## src/rtl/io_map_pkg.sv

```systemverilog
// Shared I/O map for the MCU peripheral bus: port addresses, status bit
// positions and the write-decode selector type.
package io_map_pkg;

  localparam logic [7:0] LED_PORT_ADDR  = 8'h40;
  localparam logic [7:0] SSEG_PORT_ADDR = 8'h81;
  localparam logic [7:0] SW_PORT_ADDR   = 8'h20;
  localparam logic [7:0] TX_PORT_ADDR   = 8'h90;
  localparam logic [7:0] STAT_PORT_ADDR = 8'h91;

  // Bit positions inside the status byte returned on STAT_PORT reads
  localparam int unsigned STAT_EMPTY = 0;
  localparam int unsigned STAT_FULL  = 1;
  localparam int unsigned STAT_OVF   = 2;

  // Target of a strobed write
  typedef enum logic [2:0] {
    SEL_NONE,
    SEL_LED,
    SEL_SSEG,
    SEL_TX,
    SEL_STAT
  } wsel_e;

endpackage

```

## src/rtl/sync_fifo.sv

```systemverilog
// Circular-buffer FIFO with registered occupancy count. Output data is
// forced to zero while empty so stale entries never show on dout.
module sync_fifo #(
  parameter int unsigned DEPTH = 8,
  parameter int unsigned WIDTH = 8
) (
  input  logic             clk,
  input  logic             rst_n,
  input  logic             push,
  input  logic             pop,
  input  logic [WIDTH-1:0] din,
  output logic [WIDTH-1:0] dout,
  output logic             empty,
  output logic             full
);

  localparam int unsigned PW = $clog2(DEPTH);
  localparam int unsigned CW = $clog2(DEPTH + 1);

  logic [WIDTH-1:0] mem_q [DEPTH];
  logic [PW-1:0]    wr_ptr_q, wr_ptr_d;
  logic [PW-1:0]    rd_ptr_q, rd_ptr_d;
  logic [CW-1:0]    count_q, count_d;
  logic             do_push, do_pop;

  assign empty = (count_q == '0);
  assign full  = (count_q == CW'(DEPTH));
  assign dout  = empty ? '0 : mem_q[rd_ptr_q];

  // A pop in the same cycle frees a slot, so a full FIFO still accepts a push
  assign do_pop  = pop & ~empty;
  assign do_push = push & (~full | do_pop);

  // Next-state pointers and occupancy
  always_comb begin
    wr_ptr_d = wr_ptr_q;
    rd_ptr_d = rd_ptr_q;
    count_d  = count_q;
    if (do_push) wr_ptr_d = wr_ptr_q + PW'(1);
    if (do_pop)  rd_ptr_d = rd_ptr_q + PW'(1);
    case ({do_push, do_pop})
      2'b10:   count_d = count_q + CW'(1);
      2'b01:   count_d = count_q - CW'(1);
      default: count_d = count_q;
    endcase
  end

  // Pointer and count registers
  always_ff @(posedge clk or negedge rst_n) begin
    if (!rst_n) begin
      wr_ptr_q <= '0;
      rd_ptr_q <= '0;
      count_q  <= '0;
    end else begin
      wr_ptr_q <= wr_ptr_d;
      rd_ptr_q <= rd_ptr_d;
      count_q  <= count_d;
    end
  end

  // Storage array; contents are don't-care until written
  always_ff @(posedge clk) begin
    if (do_push) mem_q[wr_ptr_q] <= din;
  end

endmodule

```

## src/rtl/io_port_responder.sv

```systemverilog
// Responder side of the MCU I/O bus: strobed write decode into LED/SSEG
// registers and a TX FIFO, combinational read mux, switch synchronizer.
module io_port_responder
  import io_map_pkg::*;
#(
  parameter int unsigned FIFO_DEPTH = 8,
  parameter logic [7:0]  LED_PORT   = LED_PORT_ADDR,
  parameter logic [7:0]  SSEG_PORT  = SSEG_PORT_ADDR,
  parameter logic [7:0]  SW_PORT    = SW_PORT_ADDR,
  parameter logic [7:0]  TX_PORT    = TX_PORT_ADDR,
  parameter logic [7:0]  STAT_PORT  = STAT_PORT_ADDR
) (
  input  logic       CLK,
  input  logic       RESET_N,
  input  logic       IO_STRB,
  input  logic [7:0] PORT_ID,
  input  logic [7:0] OUT_PORT,
  output logic [7:0] IN_PORT,
  input  logic [7:0] SWITCHES,
  output logic [7:0] LEDS,
  output logic [7:0] SSEG,
  output logic [7:0] TX_DATA,
  output logic       TX_VALID,
  input  logic       TX_READY
);

  wsel_e      wsel;
  logic [7:0] leds_q, leds_d;
  logic [7:0] sseg_q, sseg_d;
  logic [7:0] sw_sync1_q, sw_sync2_q;
  logic       ovf_q, ovf_d;
  logic       fifo_empty, fifo_full;
  logic       push_req, push, pop;
  logic [7:0] status;

  // Write decode; only a strobed cycle selects a target
  always_comb begin
    wsel = SEL_NONE;
    if (IO_STRB) begin
      if      (PORT_ID == LED_PORT)  wsel = SEL_LED;
      else if (PORT_ID == SSEG_PORT) wsel = SEL_SSEG;
      else if (PORT_ID == TX_PORT)   wsel = SEL_TX;
      else if (PORT_ID == STAT_PORT) wsel = SEL_STAT;
    end
  end

  assign pop      = TX_VALID & TX_READY;
  assign push_req = (wsel == SEL_TX);
  assign push     = push_req & (~fifo_full | pop);

  // Peripheral register and sticky-overflow next state
  always_comb begin
    leds_d = leds_q;
    sseg_d = sseg_q;
    ovf_d  = ovf_q;
    if (wsel == SEL_LED)  leds_d = OUT_PORT;
    if (wsel == SEL_SSEG) sseg_d = OUT_PORT;
    if (wsel == SEL_STAT)           ovf_d = 1'b0;
    else if (push_req && !push)     ovf_d = 1'b1;
  end

  // Peripheral registers, overflow flag and two-flop switch synchronizer
  always_ff @(posedge CLK or negedge RESET_N) begin
    if (!RESET_N) begin
      leds_q     <= '0;
      sseg_q     <= '0;
      ovf_q      <= 1'b0;
      sw_sync1_q <= '0;
      sw_sync2_q <= '0;
    end else begin
      leds_q     <= leds_d;
      sseg_q     <= sseg_d;
      ovf_q      <= ovf_d;
      sw_sync1_q <= SWITCHES;
      sw_sync2_q <= sw_sync1_q;
    end
  end

  sync_fifo #(
    .DEPTH (FIFO_DEPTH),
    .WIDTH (8)
  ) u_tx_fifo (
    .clk   (CLK),
    .rst_n (RESET_N),
    .push  (push),
    .pop   (pop),
    .din   (OUT_PORT),
    .dout  (TX_DATA),
    .empty (fifo_empty),
    .full  (fifo_full)
  );

  assign TX_VALID = ~fifo_empty;
  assign LEDS     = leds_q;
  assign SSEG     = sseg_q;

  // Read mux; side-effect free
  always_comb begin
    status             = '0;
    status[STAT_EMPTY] = fifo_empty;
    status[STAT_FULL]  = fifo_full;
    status[STAT_OVF]   = ovf_q;
    if      (PORT_ID == SW_PORT)   IN_PORT = sw_sync2_q;
    else if (PORT_ID == STAT_PORT) IN_PORT = status;
    else                           IN_PORT = '0;
  end

endmodule

```

## config.mk

```make
export PLATFORM = sky130hd
export DESIGN_NAME = io_port_responder
export DESIGN_NICKNAME = d
export VERILOG_FILES = /design/src/rtl/io_map_pkg.sv /design/src/rtl/sync_fifo.sv /design/src/rtl/io_port_responder.sv
export SDC_FILE = /design/constraint.sdc
export NUM_CORES = 1
export LEC_CHECK = 0
export CORE_MARGIN = 2
export CORE_UTILIZATION = 49
export CTS_CLUSTER_DIAMETER = 200
export DETAILED_ROUTE_END_ITERATION = 8
export GPL_ROUTABILITY_DRIVEN = 0
export PLACE_DENSITY = 0.79
export SLEW_MARGIN = 40
export SYNTH_ARGS = -nofsm -noshare
export SYNTH_HDL_FRONTEND = slang
export SYNTH_SLANG_ARGS = --single-unit
```

## constraint.sdc

```tcl
create_clock -name CLK -period 2.3 [get_ports CLK]
set_input_delay 0.575 -clock CLK [delete_from_list [all_inputs] [get_ports CLK]]
set_output_delay 0.575 -clock CLK [all_outputs]
set_load 0.01 [all_outputs]
```

After elaboration in Yosys (flattened, before gate mapping) --
Memories as Yosys holds them, arrays and structs flattened. Cells that the tools add are included.
Word-level totals: register bits 43, bits in latches 0, memory bits (writable) 64, bits in read-only memories 0, logic and storage cells 51, memories kept 1
Memory list:
- u_tx_fifo.mem_q | words 8, bits a word 8, rd ports 1, clocked after memory_dff 0, write ports 1, RTL line sync_fifo.sv:20 | logic [WIDTH-1:0] mem_q [DEPTH];
Cells by class: $add $sub $neg 4, $mul 0, divide/modulo/power cells 0, order comparisons 0, equal/unequal tests 12, shift-type cells 0, multiplexer cells 13, bitwise operators 8, reduce and logical (&&, ||, !) cells 5
Operators by type and width (number):
- $eq 8x8->1 const B | 3
- $mux 3 | 6
- $mux 8 | 2
- $eq 8x6->1 const B | 1
- $eq 8x7->1 const B | 1
- $pmux 4 s2 | 1
- $add 3x1->3 const B | 2
- $eq 3x2->1 const B | 2
- $add 4x1->4 const B | 1
- $and 1x1->1 | 4
- $eq 4x4->1 const B | 1
- $logic_not 4->1 | 1
- $mux 1 | 4
- $reduce_bool 2->1 | 2
- $sub 4x1->4 const B | 1
- $eq 3x1->1 const B | 1
- $eq 3x3->1 const B | 1
- $eq 2x1->1 const B | 1
- $eq 2x2->1 const B | 1
- $not 1->1 | 2
- $or 1x1->1 | 2
- $logic_and 1x1->1 | 1
- $logic_not 1->1 | 1

Logic depth before layout (Yosys ltp) --
Gate-level depths: netlist (run 1).
depth in word-level cells 12, depth in mapped cells 11, gate-level depth less buffers 10

By module --
Synthesis (run 1) repeated with hierarchy kept, for this count alone.
Unflattened totals: cells, all modules 241, area total of the unflattened synthesis 4295.4 sq um
By module, submodules not included:
- sync_fifo | instances 1, cells an instance 166, area each 3079.2 sq um, seq. area each 2172.1 sq um
- io_port_responder | instances 1, cells an instance 75, area each 1216.2 sq um, seq. area each 825.8 sq um

Worst setup path before layout (run 1) --
No wires, ideal clock.
path kind input port to flip-flop, from in PORT_ID[1], to mem u_tx_fifo.mem_q[0][0], enable pin, arrival time 2.402 ns, required time 1.905 ns, slack -0.496 ns, cell stages on the path 3, path buffers 0, path through or4_4 -> or3_2 -> nor4_1
On the way: word-level cells in the longest chain between the ends 11
RTL lines:
- from (decl) | RTL line io_port_responder.sv:16 | input logic [7:0] PORT_ID,
- $eq 8x8->1 | RTL line io_port_responder.sv:43 | else if (PORT_ID == STAT_PORT) wsel = SEL_STAT;
- $mux 3 | RTL line io_port_responder.sv:43
- $mux 3 | RTL line io_port_responder.sv:42 | else if (PORT_ID == TX_PORT) wsel = SEL_TX;
- $mux 3 | RTL line io_port_responder.sv:41 | else if (PORT_ID == SSEG_PORT) wsel = SEL_SSEG;
- $mux 3 (*) | RTL line io_port_responder.sv:40 | if (PORT_ID == LED_PORT) wsel = SEL_LED;
- $mux 3 (*) | RTL line io_port_responder.sv:39 | if (IO_STRB) begin
- $eq 3x2->1 (*) | RTL line io_port_responder.sv:48 | assign push_req = (wsel == SEL_TX);
- $and 1x1->1 (*) | RTL line io_port_responder.sv:49 | assign push = push_req & (~fifo_full | pop);
- $and 1x1->1 (*) | RTL line sync_fifo.sv:32 | assign do_push = push & (~full | do_pop);
- $mux 1 (*) | RTL line sync_fifo.sv:63 | if (do_push) mem_q[wr_ptr_q] <= din;
- $mux 1 (implied by the code) (*) | RTL line sync_fifo.sv:63
- to (decl) | RTL line sync_fifo.sv:20
Every way passes the cells marked *; elsewhere a longest branch is shown, timed or not.

Worst setup path after layout (run 1) --
from in PORT_ID[0], to out IN_PORT[2]
On the way: word-level cells in the longest chain between the ends 3
RTL lines:
- $eq 8x8->1 | RTL line io_port_responder.sv:104 | else if (PORT_ID == STAT_PORT) IN_PORT = status;
- $mux 3 | RTL line io_port_responder.sv:104
- $mux 8 (*) | RTL line io_port_responder.sv:103 | if (PORT_ID == SW_PORT) IN_PORT = sw_sync2_q;
- to (decl) | RTL line io_port_responder.sv:18 | output logic [7:0] IN_PORT,
Marked as above.

==> results.sh, run 1 <==
export IMPL_vias=2558
export IMPL_totalPowerFinal_w=0.00503
export IMPL_cp_max_fo=5
export IMPL_syn_avg_cell_area_um2=17.8
export IMPL_cts_tree="yes"
export IMPL_synthCells=240
export IMPL_fmaxAchievable_mhz=383
export IMPL_io_pins=61
export IMPL_wl_per_cell_um=18.6
export IMPL_numCtsBuffers=9
export IMPL_grt_max_degree=25
export IMPL_core_area_um2=8590
export IMPL_final_setup_tns_ps=-3270
export IMPL_synth_distinct_cells=43
export IMPL_hp_class="input port to async pin"
export IMPL_maxCapViolations=0
export IMPL_yosysSeqAreaShare_pct=70.1
export IMPL_post_route_cell_area_um2=5840
export IMPL_antenna_found_initial=0
export IMPL_p_leak_nw=2.34
export IMPL_drive_above_1_share_pct=43.7
export IMPL_yosysWarningCount=0
export IMPL_syn_nets=273
export IMPL_syn_to_final_growth_pct=36.7
export IMPL_ir_worst_vdd_mv=0.438
export IMPL_grt_usage_pct=19.9
export IMPL_rows=34
export IMPL_tightest_slew_ps=504
export IMPL_outcome="complete, but fails checks"
export IMPL_synth_flop_cell="edfxtp_1"
export IMPL_synthArstFlopShare_pct=40.2
export IMPL_rsz0062_at_grt="yes"
export IMPL_fin_cells=479
export IMPL_clk_insertion_delay_late_ps=370
export IMPL_fin_nets=399
export IMPL_grt_pass1_vias=2706
export IMPL_clk_pin_slew_ps=110
export IMPL_first_iter_violations=127
export IMPL_cts_sinks=107
export IMPL_htreeDepth=3
export IMPL_die_h_um=97.4
export IMPL_multi_input_area_um2=1360
export IMPL_crit_arrival_ps=2040
export IMPL_end_kind="output port"
export IMPL_antenna_left=0
export IMPL_hold_buffers=0
export IMPL_synth_seq_cells=107
export IMPL_violations="negative setup slack"
export IMPL_dieWidth_um=97.4
export IMPL_finalClockSkew_ps=15.9
export IMPL_io_buffer_count=60
export IMPL_setup_violations=18
export IMPL_layout_setup_ws_ps=-313
export IMPL_finalHoldViolCount=0
export IMPL_slew_viol_final=0
export IMPL_post_route_util_pct=68.0
export IMPL_worstSetupPathType="input port to output port"
export IMPL_place_inst=440
export IMPL_grt_ovfl_total=0
export IMPL_cts_root_buffer="clkbuf_8"
export IMPL_seq_area_um2=3000
export IMPL_required_ps=1730
export IMPL_finalCritPeriodShare_pct=114
export IMPL_fin_crit_ps=2610
export IMPL_r2r_slack_ps=170
export IMPL_die_area_um2=9490
export IMPL_synth_edf_count=64
export IMPL_vias_per_cell=5.34
export IMPL_start_util_pct=49.7
export IMPL_place_hpwl_um=5740
export IMPL_wirelength_um=8910
export IMPL_drtPass1Iterations=4
export IMPL_p_per_area_nw_per_um2=861
export IMPL_slew_headroom_pct=65.9
export IMPL_drc=0
export IMPL_clockBufferDepth=2
export IMPL_antenna_cells=0
export IMPL_nFillCells=556
export IMPL_start_kind="input port"
export IMPL_synth_area_um2=4270
export IMPL_grt_pass1_wl_um=14500
export IMPL_post_dp_cell_area_um2=5360
-- final cells by class --
class / count / share of cell area, %
inverter: 5 / 0.321
sequential: 107 / 51.4
multi-input combinational: 118 / 23.2
tap: 108 / 2.31
timing repair buffer: 125 / 19.2
clock buffer: 9 / 2.12
clock inverter: 7 / 1.48
-- where the power goes --
group          total (W)  leakage [nW]  switching, W  internal, W
logic            0.00164          1.12      0.000726     0.000913
registers        0.00224          1.12     0.0000992      0.00214
clock network    0.00115         0.105      0.000707     0.000444
-- worst max-delay path: stages --
cell and delay, ps:
buf_6 90, or4_4 560, nor3_4 140, and3b_2 240, buf_6 120, buf_6 80, a22o_1 120, buf_2 120
-- sequential cells by signal, indices dropped and copies added, names as in the netlist --
signal,flops
SSEG,8
sw_sync1_q,8
u_tx_fifo.mem_q,64
ovf_q,1
u_tx_fifo.rd_ptr_q,3
u_tx_fifo.count_q,4
sw_sync2_q,8
u_tx_fifo.wr_ptr_q,3
LEDS,8
-- stage by stage --
step	hold slack, ps	setup WS (ps)
global placement	333	-911
global route	143	-342
floorplan	279	-266
detailed placement	336	-959
finish	144	-313
CTS	146	-320
-- cell usage after synthesis (all sizes together), types with 2 or more instances --
| cell | n | area [um^2] |
|---|---|---|
| edfxtp | 64 | 1920 |
| dfrtp | 43 | 1080 |
| mux2 | 19 | 244 |
| nor2 | 18 | 67.6 |
| mux4 | 16 | 360 |
| mux2i | 8 | 80.1 |
| buf | 6 | 32.5 |
| and2 | 5 | 31.3 |
| ha | 5 | 62.6 |
| inv | 5 | 18.8 |
| nor4 | 5 | 31.3 |
| xor2 | 5 | 43.8 |
| clkbuf | 4 | 16.3 |
| nand2 | 4 | 15.0 |
| xnor2 | 4 | 35.0 |
| nand3 | 3 | 15.0 |
| nor3 | 3 | 20.0 |
| a21oi | 2 | 10.0 |
| a22o | 2 | 17.5 |
| nand3b | 2 | 15.0 |
| nand4b | 2 | 32.5 |
| or4 | 2 | 18.8 |
-- layout by cell type, fill, tap and decap left out, types with 7 or more instances in the layout --
master / synthesis / final
clkdlybuf4s50_1: 0 / 34
buf_6: 1 / 16
nor2_1: 18 / 14
mux2_4: 8 / 9
buf_2: 2 / 16
mux4_2: 16 / 16
mux2_2: 10 / 9
dfrtp_1: 43 / 40
clkbuf_8: 0 / 9
buf_4: 0 / 48
edfxtp_1: 64 / 64
mux2i_1: 8 / 7
-- metal layers --
layer,part of all wire [%],track usage (%),wire (um)
met5,0,0,0
met4,0.62,5.34,55
met3,4.9,4.68,441
met2,51,31.8,4530
met1,44,28.0,3880
-- path summary, 6_finish.rpt --
path	start	endpoint	cells after the start
setup / recovery	PORT_ID[0]	IN_PORT[2]	8
hold / removal	RESET_N	sw_sync1_q[1]	1
setup reg to reg	u_tx_fifo.count_q[2]	u_tx_fifo.count_q[3]	10
hold reg to reg	sw_sync1_q[2]	sw_sync2_q[2]	0
max in group asynchronous	RESET_N	LEDS[1]	2
min in group CLK	sw_sync1_q[2]	sw_sync2_q[2]	0
-- kinds of logic after synthesis --
logic type,Yosys count,share of synthesized area [%]
flip-flops,107,70.1
XOR/XNOR,9,1.84
buffers and inverters,15,1.58
AO/OA/AOI/OAI,10,1.76
multiplexers,43,16.0
AND/OR/NAND/NOR,51,7.20
adder cells (fa/ha/maj),5,1.46
-- what timing repair did --
| item | in CTS | in global routing |
|---|---|---|
| pin swaps | 10 | 12 |
| buffers inserted | 24 | 5 |
| gates resized for setup | 110 | 20 |
| setup endpoints to repair | 69 | 91 |
| gates cloned | 2 | 0 |
Power figures use the tool's default switching activity.
==> run 2, diff against run 1 <==
--- a/config.mk
+++ b/config.mk
@@ -5,6 +5,7 @@
 export SDC_FILE = /design/constraint.sdc
 export NUM_CORES = 1
 export LEC_CHECK = 0
+export ABC_AREA = 0
 export CORE_MARGIN = 2
 export CORE_UTILIZATION = 49
 export CTS_CLUSTER_DIAMETER = 200
==> results of run 2 <==
The final DEF is identical to that of run 1; final timing and power are the same.
